## config.mk

```make
export PLATFORM = sky130hd
export DESIGN_NAME = sync_fifo_rx
export DESIGN_NICKNAME = d
export VERILOG_FILES = /design/src/rtl/sync_fifo_rx.sv
export SDC_FILE = /design/constraint.sdc
export NUM_CORES = 1
export LEC_CHECK = 0
export ABC_AREA = 0
export BUFFER_PORTS_ARGS = -buffer_cell sky130_fd_sc_hd__buf_4
export CORE_MARGIN = 2
export CORE_UTILIZATION = 53
export CTS_CLUSTER_DIAMETER = 30
export DETAILED_ROUTE_END_ITERATION = 16
export PLACE_DENSITY_LB_ADDON = 0.1
export SETUP_SLACK_MARGIN = 0.02
export SYNTH_ARGS = -nofsm -noshare
export SYNTH_HDL_FRONTEND = slang
export SYNTH_SLANG_ARGS = --single-unit
```

## constraint.sdc

```tcl
create_clock -name clk -period 3.7 [get_ports clk]
set_input_delay 0.37 -clock clk [delete_from_list [all_inputs] [get_ports clk]]
set_output_delay 0.37 -clock clk [all_outputs]
set_load 0.02 [all_outputs]
```

## src/rtl/sync_fifo_rx.sv

```systemverilog
// UART receive FIFO: buffers bytes from the RX shift logic, serves them on APB
// reads of offset 0x8, and reports status with sticky error flags at offset 0xC.
module sync_fifo_rx #(
  parameter int DEPTH  = 8,
  parameter int AW     = 3,
  parameter int THRESH = 1
) (
  input  logic          clk,
  input  logic          rst,
  input  logic [7:0]    rx_data,
  input  logic          rx_valid,
  input  logic          rx_frame_err,
  input  logic          rx_parity_err,
  input  logic          PSEL_UART,
  input  logic          SLVENABLE,
  input  logic          SLVWRITE,
  input  logic [31:0]   SLVADDR,
  output logic [31:0]   SLVRDATA,
  output logic          rd_empty,
  output logic          wr_full,
  output logic [AW:0]   rx_level,
  output logic          rx_irq
);

  localparam logic [AW:0] PTR_ONE = (AW+1)'(1);
  localparam logic [AW:0] THR     = (AW+1)'(THRESH);

  logic [7:0]  mem_q [DEPTH];
  logic [AW:0] wptr_q, wptr_d, rptr_q, rptr_d, level_d;
  logic        ovr_q, ovr_d, frm_q, frm_d, par_q, par_d, irq_q, irq_d;
  logic        rd_acc, pop, clr, push_req, ovr_set, push;
  logic [31:0] status;

  // Handshake: rx_valid is a one-cycle strobe with no back-pressure; a byte is
  // taken at the edge it is high, and an APB read pops at the edge ending its access phase.
  always_comb begin
    rd_empty = (wptr_q == rptr_q);
    wr_full  = (wptr_q[AW] != rptr_q[AW]) && (wptr_q[AW-1:0] == rptr_q[AW-1:0]);
    rx_level = wptr_q - rptr_q;
    rd_acc   = PSEL_UART & SLVENABLE & ~SLVWRITE;
    pop      = rd_acc & (SLVADDR[3:0] == 4'h8) & ~rd_empty;
    clr      = rd_acc & (SLVADDR[3:0] == 4'hC);
    push_req = rx_valid & ~rx_frame_err;
    // A pop in the same cycle frees the slot, so a push into a full FIFO is then legal.
    ovr_set  = push_req & wr_full & ~pop;
    push     = push_req & ~ovr_set;
    wptr_d   = push ? wptr_q + PTR_ONE : wptr_q;
    rptr_d   = pop ? rptr_q + PTR_ONE : rptr_q;
    level_d  = wptr_d - rptr_d;
    ovr_d    = (ovr_q & ~clr) | ovr_set;
    frm_d    = (frm_q & ~clr) | (rx_valid & rx_frame_err);
    par_d    = (par_q & ~clr) | (rx_valid & rx_parity_err);
    irq_d    = (level_d >= THR) | ovr_d;
  end

  always_comb begin
    status            = '0;
    status[0]         = ~rd_empty;
    status[1]         = wr_full;
    status[2]         = ovr_q;
    status[3]         = frm_q;
    status[4]         = par_q;
    status[8 +: AW+1] = rx_level;
  end

  always_comb begin
    SLVRDATA = '0;
    if (PSEL_UART && !SLVWRITE) begin
      case (SLVADDR[3:0])
        4'h8: if (!rd_empty) SLVRDATA = {24'h0, mem_q[rptr_q[AW-1:0]]};
        4'hC: SLVRDATA = status;
        default: SLVRDATA = '0;
      endcase
    end
  end

  always_ff @(posedge clk) begin
    if (rst) begin
      wptr_q <= '0;
      rptr_q <= '0;
      ovr_q  <= 1'b0;
      frm_q  <= 1'b0;
      par_q  <= 1'b0;
      irq_q  <= 1'b0;
    end else begin
      wptr_q <= wptr_d;
      rptr_q <= rptr_d;
      ovr_q  <= ovr_d;
      frm_q  <= frm_d;
      par_q  <= par_d;
      irq_q  <= irq_d;
    end
  end

  // Storage is not reset; only the pointers decide what is valid.
  always_ff @(posedge clk) begin
    if (push && !rst) mem_q[wptr_q[AW-1:0]] <= rx_data;
  end

  assign rx_irq = irq_q;

endmodule

```

==> summary.txt <==
Outcome = completed
Met3 Usage GRT = 0.06226
Max cap viols = 0
Storage cell area = 2162 um2
Largest net degree at the start of global routing = 20
Dpl hpwl = 4606 um
DRC violations left = 0
Leakage Power = 1.502 nW
Final net count = 351
Largest family of logic cells by synthesized area = multiplexers
CP Max Fanout = 4
Multi-input combinational cell area = 1209 um2
Syn avg cell area = 14.89 um2
Pre-CTS setup slack = 0.5973 ns
Buffers on Ports = 38
Top cells by area, synth = edfxtp_1 (55%), mux4_2 (10%), dfxtp_1 (6.8%)
Post-Syn Instances = 236
Critical path endpoint category = register
Antenna diode count = 0
R2R setup slack = 0.67 ns
Maximum vdd drop = 0.2741 mV
Startpoint types = register
DRT Wirelength = 6541 um
Number of CTS-inserted buffers = 9
Core Region = 6386 um2
Post-Layout Cell Count = 374
Most common cell in the netlist = edfxtp_1
GPL Wtd Cong = 0.7936
Post-CTS Setup Bufs = 0
M2 GR Usage = 0.2976
Crit path arrival time = 3.27 ns
Type of the worst min-delay path = input pin to register
Synth warn = 0
Post-synthesis xor/xnor area fraction = 0.03383
Final core utilization = 0.6370
Number of fill cells = 496
Area Overhead vs Synth = 15.78%
Iteration-0 DRC Markers = 147
CP endpoint = rx_irq
CTS tree = yes
Clock transition at path regs = 0.08 ns
CTS H-tree lvls = 3
Fin Setup TNS = 0 ns
CTS Sinks = 76
Die Wd = 85.42 um
Initial Utilization = 0.5502
CP delay by family, top = adder cells
Die span in y = 85.42 um
CP max stage delay = 0.39 ns
Compound-gate portion of the synthesized area = 0.03241
# setup viols final = 0
Register area share after synthesis = 0.6154
RSZ-0062 raised after global routing = no
# resized after CTS = 0
Crit path from = wptr_q[0]
Crit-path slowest cell = dfxtp_1
#FFs+latches synth = 76
Routed Antenna Nets = 0
F_max = 330.3 MHz
CP cell instances = inv_1 -> ha_1 -> and4_1 -> or2_2 -> mux2i_1 -> ha_1 -> a21o_1 -> a21oi_1 -> xnor3_1 -> xnor2_1 -> a21oi_1
Reg2reg path depth = 11
Post-Route Skew = 0.005905 ns
Tmin final = 3.028 ns
Post-synth cell types = 40
GRT Util Overall = 0.1948
Clk buf depth = 2
Synth cell count leaders = edfxtp_1 (64), buf_4 (20), nor2_1 (18)
Vias per inst = 5.449
Post-Syn Area = 3513 um2
Worst-skew pair later-pin latency = 0.35 ns
Layout cells sized above 1 = 0.3098
Dominant cell type by area after synthesis = edfxtp_1
Antenna violations before repair = 0
Via count = 2038
Power Density = 389.7 nW/um2
Worst hold slack = 0.2458 ns
I/O pins = 87
Synth Area in Simple Gates = 0.09580
Die area = 7297 um2
Max-slew violation count = 0
Levels on crit path = 11
Wire per inst = 17.49 um
GRT overflow = 0
Yosys top cell area share = 0.5470
Data required time of the worst path = 3.94 ns
Placed insts = 359
Fin worst setup slack = 0.6723 ns
Main synth FF type = edfxtp_1
EDFF count, synth = 64
Row cnt = 29
# hold bufs at CTS = 0
Drt first pass iters = 4
Vias in the first global route = 1921
Buffer and inverter count on the worst path = 1
Worst r2r src = wptr_q[0]
Final hold violations = 0
Post-synthesis adder-cell area fraction = 0.03989
GR Layer Usage met1 = 0.2675
First-pass GRT wire length = 10180 um
Root Driver = clkbuf_8
CP Class = register to register
Asr flop ratio synth = 0
Crit share post-route = 0.8183
Most Crowded Layer GR = met2
Worst r2r dst = rx_irq
Post-synthesis mux area share = 0.1200
-- kinds of logic after synthesis --
kind of cell / after synthesis
compound gates: 19
xor+xnor: 12
fa+ha+maj: 10
buf+inv: 35
flops: 76
mux: 22
other cells: 1
simple gates: 61
-- flip-flops by register name, summed over array words and instances, names as in the netlist --
name    flops
mem_q      64
rptr_q      4
wptr_q      4
frm_q       1
ovr_q       1
par_q       1
rx_irq      1
-- report_power, final --
group | internal, mW | switching (mW) | total (mW) | leakage, nW
clock | 0.239 | 0.299 | 0.538 | 0.0791
sequential | 0.935 | 0.00455 | 0.939 | 0.674
combinational | 0.0413 | 0.0660 | 0.107 | 0.749
-- worst min path at each step --
stage               slack (ns)  depth (start not counted)           to  startpoint
detailed placement        0.49                          2        par_q       par_q
global placement          0.48                          2        frm_q       frm_q
finish                    0.25                          1  mem_q[6][5]  rx_data[5]
CTS                       0.24                          1  mem_q[6][6]  rx_data[6]
global route              0.24                          1  mem_q[4][5]  rx_data[5]
floorplan                 0.44                          1        ovr_q         rst
-- metrics by stage --
step	area (um2)	power, mW
floorplan	3587	1.037
global placement	3902	1.065
detailed placement	3902	1.066
CTS	4068	1.598
global route	4068	1.643
finish	4068	1.585
-- final cells by class --
class / count / area share
Clock inverter: 6 / 0.01015
Sequential cell: 76 / 0.5315
Inverter: 8 / 0.007382
Clock buffer: 9 / 0.03045
Timing Repair Buffer: 54 / 0.09966
Multi-Input combinational cell: 144 / 0.2971
Tap cell: 77 / 0.02369
-- layer usage --
| metal | routed length, um | part of all wire |
|---|---|---|
| met2 | 3117 | 0.48 |
| met3 | 453 | 0.069 |
| met5 | 0 | 0 |
| met4 | 60 | 0.0092 |
| met1 | 2910 | 0.44 |
-- placed cells by master (no fill, tap or decap), types with 2 or more instances in the layout --
cell type / netlist / routed
edfxtp_1: 64 / 64
buf_4: 20 / 54
conb_1: 1 / 20
nor2_1: 18 / 17
nand2_1: 16 / 16
mux4_2: 16 / 16
dfxtp_1: 12 / 12
clkbuf_8: 0 / 9
xnor2_1: 8 / 8
a21oi_1: 8 / 8
ha_1: 8 / 8
inv_1: 7 / 7
nor2b_1: 6 / 6
mux2i_1: 5 / 5
nand3_1: 4 / 4
xor2_1: 3 / 3
a21o_1: 3 / 3
o21ai_0: 3 / 3
nor3_1: 3 / 3
and2_1: 2 / 2
or3_1: 2 / 2
nand2b_1: 2 / 2
a31oi_1: 2 / 2
a22oi_1: 2 / 2
fa_1: 2 / 2
clkinvlp_4: 0 / 2
Power figures use the tool's default switching activity.
